### src/rtl/seg_scan.sv
// Eight-digit time-multiplexed 7-segment driver for a common-anode display.
// Inputs are captured once per frame so a digit never changes mid-frame.
module seg_scan #(
  parameter int DIV = 100000,
  parameter int CW  = 17
) (
  input  logic        clk,
  input  logic        rstn,
  input  logic [31:0] data,
  input  logic [7:0]  dmask,
  input  logic [7:0]  dpm,
  input  logic        lzb,
  output logic [7:0]  an,
  output logic [6:0]  seg,
  output logic        dp,
  output logic        frame
);

  logic [CW-1:0] cnt_reg;
  logic [2:0]    idx_reg;
  logic [31:0]   data_reg;
  logic [7:0]    mask_reg;
  logic [7:0]    dpm_reg;
  logic          lzb_reg;
  logic          frame_reg;
  logic [7:0]    an_reg;
  logic [6:0]    seg_reg;
  logic          dp_reg;

  logic          tick;
  logic          snap;
  logic [3:0]    nib;
  logic [6:0]    seg_dec;
  logic [7:0]    an_next;
  logic [6:0]    seg_next;
  logic          dp_next;

  logic [7:0]    nz;
  logic [7:1]    hi_zero;
  logic [7:0]    blank_vec;

  assign tick = (cnt_reg == CW'(DIV - 1));
  assign snap = tick && (idx_reg == 3'd7);

  // hi_zero[i]: nibbles i..7 of the snapshot are all zero (digit 0 is never zero-blanked)
  generate
    for (genvar gi = 0; gi < 8; gi++) begin : g_nz
      assign nz[gi] = |data_reg[4*gi +: 4];
    end
    for (genvar gi = 1; gi < 8; gi++) begin : g_hz
      if (gi == 7) begin : g_top
        assign hi_zero[gi] = ~nz[gi];
      end else begin : g_mid
        assign hi_zero[gi] = ~nz[gi] & hi_zero[gi+1];
      end
    end
    for (genvar gi = 0; gi < 8; gi++) begin : g_blank
      if (gi == 0) begin : g_d0
        assign blank_vec[gi] = ~mask_reg[gi];
      end else begin : g_dn
        assign blank_vec[gi] = ~mask_reg[gi] | (lzb_reg & hi_zero[gi]);
      end
    end
  endgenerate

  assign nib = data_reg[{idx_reg, 2'b00} +: 4];

  always_comb begin
    seg_dec = 7'h7F;
    case (nib)
      4'h0: seg_dec = 7'b1000000;
      4'h1: seg_dec = 7'b1111001;
      4'h2: seg_dec = 7'b0100100;
      4'h3: seg_dec = 7'b0110000;
      4'h4: seg_dec = 7'b0011001;
      4'h5: seg_dec = 7'b0010010;
      4'h6: seg_dec = 7'b0000010;
      4'h7: seg_dec = 7'b1111000;
      4'h8: seg_dec = 7'b0000000;
      4'h9: seg_dec = 7'b0010000;
      4'hA: seg_dec = 7'b0001000;
      4'hB: seg_dec = 7'b0000011;
      4'hC: seg_dec = 7'b1000110;
      4'hD: seg_dec = 7'b0100001;
      4'hE: seg_dec = 7'b0000110;
      4'hF: seg_dec = 7'b0001110;
      default: seg_dec = 7'h7F;
    endcase
  end

  always_comb begin
    an_next  = 8'hFF;
    seg_next = 7'h7F;
    dp_next  = 1'b1;
    if (!blank_vec[idx_reg]) begin
      an_next  = ~(8'b1 << idx_reg);
      seg_next = seg_dec;
      dp_next  = ~dpm_reg[idx_reg];
    end
  end

  always_ff @(posedge clk or negedge rstn) begin
    if (!rstn) begin
      cnt_reg   <= '0;
      idx_reg   <= 3'd0;
      data_reg  <= 32'h0;
      mask_reg  <= 8'h00;
      dpm_reg   <= 8'h00;
      lzb_reg   <= 1'b0;
      frame_reg <= 1'b0;
      an_reg    <= 8'hFF;
      seg_reg   <= 7'h7F;
      dp_reg    <= 1'b1;
    end else begin
      cnt_reg   <= tick ? '0 : cnt_reg + CW'(1);
      if (tick) begin
        idx_reg <= idx_reg + 3'd1;
      end
      frame_reg <= snap;
      // Snapshot shares the edge where idx wraps 7->0
      if (snap) begin
        data_reg <= data;
        mask_reg <= dmask;
        dpm_reg  <= dpm;
        lzb_reg  <= lzb;
      end
      an_reg  <= an_next;
      seg_reg <= seg_next;
      dp_reg  <= dp_next;
    end
  end

  assign an    = an_reg;
  assign seg   = seg_reg;
  assign dp    = dp_reg;
  assign frame = frame_reg;

endmodule

### config.mk
export PLATFORM = sky130hd
export DESIGN_NAME = seg_scan
export DESIGN_NICKNAME = d
export VERILOG_FILES = /design/src/rtl/seg_scan.sv
export SDC_FILE = /design/constraint.sdc
export NUM_CORES = 1
export LEC_CHECK = 0
export CAP_MARGIN = 5
export CORE_MARGIN = 2
export CORE_UTILIZATION = 57
export DETAILED_ROUTE_END_ITERATION = 6
export GPL_TIMING_DRIVEN = 0
export PLACE_DENSITY_LB_ADDON = 0.08
export SLEW_MARGIN = 15
export SYNTH_ARGS = -nofsm -noshare
export SYNTH_HDL_FRONTEND = slang
export SYNTH_SLANG_ARGS = --single-unit
### constraint.sdc
create_clock -name clk -period 4 [get_ports clk]
set_input_delay 0.8 -clock clk [delete_from_list [all_inputs] [get_ports clk]]
set_output_delay 0.8 -clock clk [all_outputs]
set_load 0.02 [all_outputs]
==> results.toml, run 1 <==
[cts]
cts_hold_buf = 0
postCtsResizedCells = 0
htreeDepth = 3
post_cts_buffers = 0
cts_num_sinks = 86
cts.path.max_buffers = 2
clk_pin_slew_worst_paths_ns = 0.08
clk_latency_ns = 0.34
cts_tree = "done"
clock-root-buffer = "clkbuf_8"
numCtsBuffers = 9

[logic_synthesis]
ys_top_cells_by_area = "dfrtp_1, mux2_1, dfstp_2"
ys_ff_latch = 86
synth_edf_count = 0
async_flop_share = 1.00
yosys.area.top_type = "dfrtp_1"
synthCells = 306
yosysMostFrequentCell = "dfrtp_1"
syn_area_um2 = 4070
yosys-top-cells-count = "dfrtp_1, mux2_1, nand2_1, dfstp_2, nor2_1"
synth.top_cell.area_share = 0.431
synth_cell_types = 42
syn_nets = 370
seq_area_frac_synth = 0.534
synth_ff_type = "dfrtp_1"
syn_avg_cell_area_um2 = 13.3
ys_warn_count = 0

[placement]
io_buffers = 67
place_inst = 470
dp_hpwl_mm = 5.93
gp_congestion = 0.797

[floorplanning]
die_x_um = 88.5
core_um2 = 6830
row_count = 30
die-area_um2 = 7820
io_pins = 68
die_height_um = 88.5
start_util = 0.595

[grt]
grt_use_met2 = 0.359
grt_pass1_wl_mm = 13.0
grt-ovfl-total = 0
grt_pass1_vias = 2769
grt_usage = 0.220
antenna_found_initial = 0
grt.busiest_layer = "met2"
grtUsageMet1 = 0.288
grt_util_met3 = 0.0373
grt_max_degree = 48

[route]
wl_per_cell_um = 16.3
first_pass_iters = 4
drc_errors = 0
vias = 2655
routed_wl_mm = 7.87
drt-initial-drc-count = 66
antenna_left = 0
via_per_inst = 5.49

[worst_setup_path]
critical_path_required_ns = 4.25
crit_arrival_ns = 2.90
path_cells = "buf_6 > mux4_1 > mux2i_1 > inv_1 > ha_1 > mux2_1 > a22oi_1 > o21ai_1"
path_class = "register to register"
cp.buffers_inverters = 2
crit_family = "multiplexers"
crit_path_max_fanout = 6
worstSetupEndpointType = "register"
cp-start-kind = "register"
crit_slowest_cell = "mux4_1"
critPathMaxStageDelay_ns = 0.56

[finish]
fin_cells = 484
num_antenna_cells = 0
finish.utilization = 0.744
final_nets = 449
largest_register_ffs = 32
fillers = 468
drive_gt1_frac = 0.157
area_growth_pct = 25.0

[timing]
rsz0062_at_grt = "false"
hold_violations = 0
finClkSkew_ns = 0.00758
fmax_ghz = 0.378
worstMarginPinSlew_ns = 0.770
relSlewSlack = 0.480
fin_crit_sh = 0.662
setup_viol = 0
finalMaxSlewViolations = 0
setup-tns-final_ns = 0
period_needed_ns = 2.65

[power_and_ir_drop]
leakage_uw = 0.00209
power_density_nw_per_um2 = 338
ir_drop_uv = 239

[worst_hold_path]
worstHoldPathType = "primary input to async pin"

[run_status]
status = "finished, final reports clean"

[flow_run]
maxCapViolCount = 0
[cells by family (layout without fill, tap and decap cells)]
kind of cell | after synthesis | after routing | share of synthesized area
DFF | 86 | 86 | 0.534
muxes | 72 | 72 | 0.237
and+or+nand+nor | 71 | 71 | 0.0862
buffers and inverters | 25 | 107 | 0.0299
AOI/OAI and AO/OA | 23 | 23 | 0.0379
xor gates and xnor gates | 16 | 16 | 0.0345
adders and majority gates | 13 | 13 | 0.0400
[cells in the final DEF, fill, tap and decap left out, types with 2 or more instances in the layout]
master / synthesis / layout
mux4_2: 10 / 10
dfstp_2: 16 / 16
xor2_1: 7 / 7
mux2i_4: 3 / 3
inv_2: 3 / 3
mux2i_1: 6 / 6
a22oi_1: 3 / 3
nand2b_1: 2 / 2
o21ai_1: 8 / 8
nand4_1: 4 / 4
ha_1: 13 / 13
inv_1: 9 / 9
nor2b_1: 2 / 2
xnor2_1: 9 / 9
dfrtp_1: 70 / 70
bufinv_16: 0 / 2
clkbuf_8: 0 / 9
o21ai_0: 2 / 2
nor3_1: 3 / 3
a21oi_1: 2 / 2
nand2_1: 20 / 20
nor4_1: 8 / 8
mux2_1: 52 / 52
buf_2: 10 / 10
clkdlybuf4s50_1: 0 / 66
nor2_1: 16 / 16
buf_6: 2 / 2
nand3_1: 9 / 9
[worst register-to-register path, cell delays in order, from the launching register on]
cell     delay [ns]
dfrtp_1        0.42
buf_6          0.16
mux4_1         0.56
mux2i_1        0.49
inv_1          0.17
ha_1           0.25
mux2_1         0.28
a22oi_1        0.14
o21ai_1        0.09
[metal layers]
metal,up-vias,share of wire
met3,17,0.037
li1,1248,-
met4,0,0.023
met1,1325,0.44
met5,-,0
met2,65,0.50
[metrics by stage]
stage,worst slack [ns],instance area (um^2),total power (uW),hold slack (ns)
2_1_floorplan,1.71,4070,1000,0.451
3_3_place_gp,-0.802,4860,1090,0.469
3_5_place_dp,1.35,4880,1100,0.474
4_1_cts,1.34,5080,1730,0.438
5_1_grt,1.17,5080,1790,0.460
6_report,1.35,5080,1720,0.431
[path summary, 6_finish.rpt]
check / start / to / slack, ns / cells past startpoint
hold / removal: rstn / cnt_reg[3] / 0.43 / 1
hold reg to reg: cnt_reg[0] / cnt_reg[0] / 0.48 / 1
setup reg to reg: idx_reg[1] / seg[6] / 1.35 / 8
setup / recovery: idx_reg[1] / seg[6] / 1.35 / 8
min in group clk: cnt_reg[0] / cnt_reg[0] / 0.48 / 1
max in group asynchronous: rstn / an[7] / 2.95 / 2
[power breakdown]
part	internal [uW]	switching, uW
clock network	342	291
logic	92.7	64.9
registers	906	20.3
[cell type report]
cell class                      instances  area [um^2]  share of cell area
Multi-Input combinational cell        195         1770               0.349
Sequential cell                        86         2170               0.427
Clock buffer                            9          124              0.0244
Buffer                                 13         76.3              0.0150
Timing Repair Buffer                   68          696               0.137
Tap cell                               96          120              0.0236
Clock inverter                          5         76.3              0.0150
Inverter                               12         45.0             0.00886
No activity file was read; power rests on OpenSTA's default activity.
==> run 2: changes to the inputs <==
Settings changed: CORE_UTILIZATION 57 to 48.
Clock period 4 ns to 2.4 ns, I/O delays scaled along.
==> results.toml, run 2 (synthesized netlist as in run 1, its figures left out) <==
[worst_setup_path]
critPathMaxStageDelay_ns = 0.53
crit_arrival_ns = 2.51
crit_path_max_fanout = 10
path_cells = "buf_6 > mux4_2 > mux2i_4 > inv_2 > ha_1 > mux2_1 > a22oi_1 > o21ai_1"
cp-start-kind = "register"
crit_slowest_cell = "mux4_2"
critical_path_required_ns = 2.65
crit_family = "multiplexers"
path_class = "register to register"
worstSetupEndpointType = "register"
cp.buffers_inverters = 2

[route]
drt-initial-drc-count = 72
wl_per_cell_um = 15.7
drc_errors = 0
first_pass_iters = 4
vias = 2618
antenna_left = 0
routed_wl_mm = 7.97
via_per_inst = 5.17

[timing]
worstMarginPinSlew_ns = 0.697
finClkSkew_ns = 0.0135
fin_crit_sh = 0.942
period_needed_ns = 2.26
layout_setup_ws_ns = 0.140
whs_ns = 0.114
hold_violations = 0
setup-tns-final_ns = 0
fmax_ghz = 0.442
relSlewSlack = 0.529
finalMaxSlewViolations = 0
rsz0062_at_grt = "false"
setup_viol = 0

[finish]
drive_gt1_frac = 0.200
largest_register_ffs = 32
final_nets = 460
finish.utilization = 0.629
layout_commonest_cell = "dfrtp_1"
layout_common_cells = "dfrtp_1, clkdlybuf4s50_1, mux2_1"
area_growth_pct = 27.1
num_antenna_cells = 0
fin_cells = 506

[cts]
clk_latency_ns = 0.35
cts.path.max_buffers = 2
clock-root-buffer = "clkbuf_8"
clk_pin_slew_worst_paths_ns = 0.09
cts_tree = "done"
htreeDepth = 3
cts_num_sinks = 86
numCtsBuffers = 9

[worst_hold_path]
worstHoldPathType = "primary input to async pin"

[run_status]
status = "finished, final reports clean"

[placement]
gp_congestion = 0.763
dp_hpwl_mm = 5.86
place_inst = 479
post-place-ws_ns = -0.219
io_buffers = 67

[power_and_ir_drop]
p_sw_uw = 685
leakage_uw = 0.00213
p_sw_frac = 0.247
ir_drop_uv = 316
comb_power_share = 0.098
power_frac_seq = 0.558
clkPwrFrac = 0.344
p_int_uw = 2080
power_density_nw_per_um2 = 535

[grt]
grt_pass1_wl_mm = 13.0
grt-ovfl-total = 0
antenna_found_initial = 0
grt_usage = 0.188
grt_pass1_vias = 2646
grt_max_degree = 46

[flow_run]
maxCapViolCount = 0

[floorplanning]
core_um2 = 8220
io_pins = 68
die_height_um = 96.0
row_count = 33
die_x_um = 96.0
die-area_um2 = 9220
start_util = 0.495
[run 2: worst reg2reg max path, cell delays in order, from the launching register on]
cell and delay, ns:
dfrtp_2 0.41, buf_6 0.17, mux4_2 0.53, mux2i_4 0.26
inv_2 0.08, ha_1 0.21, mux2_1 0.28, a22oi_1 0.13
o21ai_1 0.10
[run 2: cell type report]
type	count	area, um^2
Sequential cell	86	2170
Multi-Input combinational cell	195	1780
Inverter	12	45.0
Fill cell	664	3050
Clock inverter	6	45.0
Buffer	13	82.6
Timing Repair Buffer	79	771
Clock buffer	10	138
Tap cell	105	131
[run 2: path summary, 6_finish.rpt]
check | start | end | slack, ns | cells past startpoint
max | idx_reg[2] | seg[6] | 0.14 | 8
min in group clk | cnt_reg[0] | cnt_reg[0] | 0.49 | 1
max in group asynchronous | rstn | seg[2] | 1.64 | 2
min | rstn | cnt_reg[7] | 0.11 | 1
min reg2reg | cnt_reg[0] | cnt_reg[0] | 0.49 | 1
max reg2reg | idx_reg[2] | seg[6] | 0.14 | 8
[run 2: routing by layer]
metal  vias up  wire, um  GRT usage
li1       1269         -          -
met1      1290      3680      0.253
met2        49      3930      0.304
met3        10       237     0.0376
met4         0       122     0.0702
met5         -         0          0
[run 2: through the flow]
stage	cell area [um^2]	power (uW)
global placement	4870	1830
detailed placement	4880	1830
CTS	5080	2780
finish	5170	2770
floorplan	4070	1670
global route	5170	2900
[run 2: power groups by stage]
| stage | sequential, uW | clock (uW) | combinational, uW |
|---|---|---|---|
| after floorplan | 1570 | 0 | 95.2 |
| after CTS | 1540 | 973 | 266 |
| final | 1540 | 952 | 272 |
| after global placement | 1570 | 0 | 257 |
| after detailed placement | 1570 | 0 | 263 |
| after global routing | 1550 | 1050 | 299 |
[run 2: timing repair]
action,4_1_cts,5_1_grt
resized for setup,4,4
hold buffers,0,0
endpoints found under the setup margin,5,3
buffers inserted,0,11
==> run 3: changes to the inputs <==
Settings changed: SKIP_LAST_GASP from default to 1.
==> results of run 3 <==
Same layout as run 2: the final DEF is identical, and so are final timing and power.
==> RTL change (flow settings as in run 3) <==
The parameter `CW` goes from 17 to 34.
--- a/src/rtl/seg_scan.sv
+++ b/src/rtl/seg_scan.sv
@@ -4,3 +4,3 @@
   parameter int DIV = 100000,
-  parameter int CW  = 17
+  parameter int CW  = 34
 ) (
Check against the original RTL: same outputs for any inputs over 10 cycles, from zero or initial values and one cycle with rstn low; that may be too few to reach the edited logic, so the function may still have changed.
==> RTL change against run 3 <==
  * Clock skew decreased by 0.0012 ns
  * Worst setup slack worse by 0.083 ns
  * Design area grew 20%
  * Wire length grew 23%
  * Synthesized area rose by 20%
  * Critical path type unchanged
  * Largest cell class unchanged
  * Sequential cell count grew 17
Power is not compared: it rests on default switching activity, and its combinational part moved more than twofold at a synthesized area within 25%.
==> RTL change: results (changes against run 3) <==
* Status: completed
* Global-route wire length before repair at 16500 microns (+27%)
* Final nets at 543 (+18%)
* Synth top cells by count: dfrtp_1, mux2_1, nand2_1
* Post-synthesis compound-gate area fraction at 0.0329 (-0.00494)
* Seq/Total Area, Yosys at 0.534 (about the same)
* Syn_nets at 445 (+20%)
* Tot GR Track Use at 0.190 (+0.00178)
* HPWL after DPL at 7230 microns (+23%)
* Tightest hold margin at 0.0312 ns (-0.0831 ns)
* Reg2reg end: seg[4]
* Synth Area in XOR/XNOR at 0.0612 (+0.0267)
* Number of flip-flops in the largest register at 34 (+6.3%)
* Routability Congestion at 0.798 (+4.7%)
* Vias in the first global route at 3304 (+25%)
* Crit path from: idx_reg[1]
* Reg2Reg Depth at 9 (+1)
* Largest cells by area after synthesis: dfrtp_1, mux2_1, dfstp_2
* CP max stage delay at 0.51 ns (-0.02 ns)
* Adder-Cell Fraction of Synth Area at 0.0334 (-0.00658)
* Fin Clk Skew at 0.0123 ns (-0.00124 ns)
* Max FO, Critical Path at 4 (-6)
* Initial DRC Count at 126 (+75%)
* Wire length per cell at 15.9 microns (+1.2%)
* Largest net degree at the start of global routing at 56 (+22%)
* Via count at 3276 (+25%)
* PostCTS Resize Cnt at 10 (+6)
-- RTL change: area by class of cell --
cell class | count | area [sq um]
inverters | 12 | 45.0
fillers | 818 | 3610
clock inverters | 5 | 65.1
repair buffers | 87 | 846
multi-input cells | 251 | 2190
flip-flops and latches | 103 | 2600
clock buffers | 11 | 141
well taps | 133 | 166
plain buffers | 15 | 159
-- RTL change: through the flow --
| step | std cells | setup WS [ns] | power (uW) |
|---|---|---|---|
| finish | 617 | 0.0569 | 2980 |
| global route | 617 | -0.0230 | 3110 |
| CTS | 607 | -0.00267 | 3020 |
| detailed placement | 582 | -0.371 | 1890 |
| global placement | 581 | -3.00 | 1890 |
| floorplan | 381 | 0.0145 | 1770 |
-- RTL change: worst max-delay path, delay by kind of cell (launching register included) --
kind	cells	cell delay [ns]
compound gates	2	0.27
fa+ha+maj	1	0.27
buf+inv	3	0.31
flops	1	0.41
mux	3	1.00
-- RTL change: how the worst max path moves through the flow --
stage | to | slack, ns | depth (start not counted)
after floorplan | seg[5] | 0.01 | 9
after global placement | cnt_reg[19] | -3.00 | 1
after detailed placement | seg[5] | -0.37 | 9
after CTS | seg[1] | -0.003 | 9
after global routing | seg[1] | -0.02 | 9
final | seg[4] | 0.06 | 9
-- RTL change: logic make-up after synthesis --
group                    count (synthesis)
AND/OR/NAND/NOR                        103
XOR/XNOR                                34
multiplexers                            74
flip-flops                             103
buffers and inverters                   27
adder cells (fa/ha/maj)                 13
AO/OA/AOI/OAI                           27
-- RTL change: metal layers --
metal	share of wire	up-vias	wire length, microns	track usage
met3	0.049	10	482	0.0474
met1	0.47	1645	4640	0.277
met5	0	-	0	0
met2	0.47	75	4580	0.290
met4	0.013	0	124	0.0429
li1	-	1546	-	-
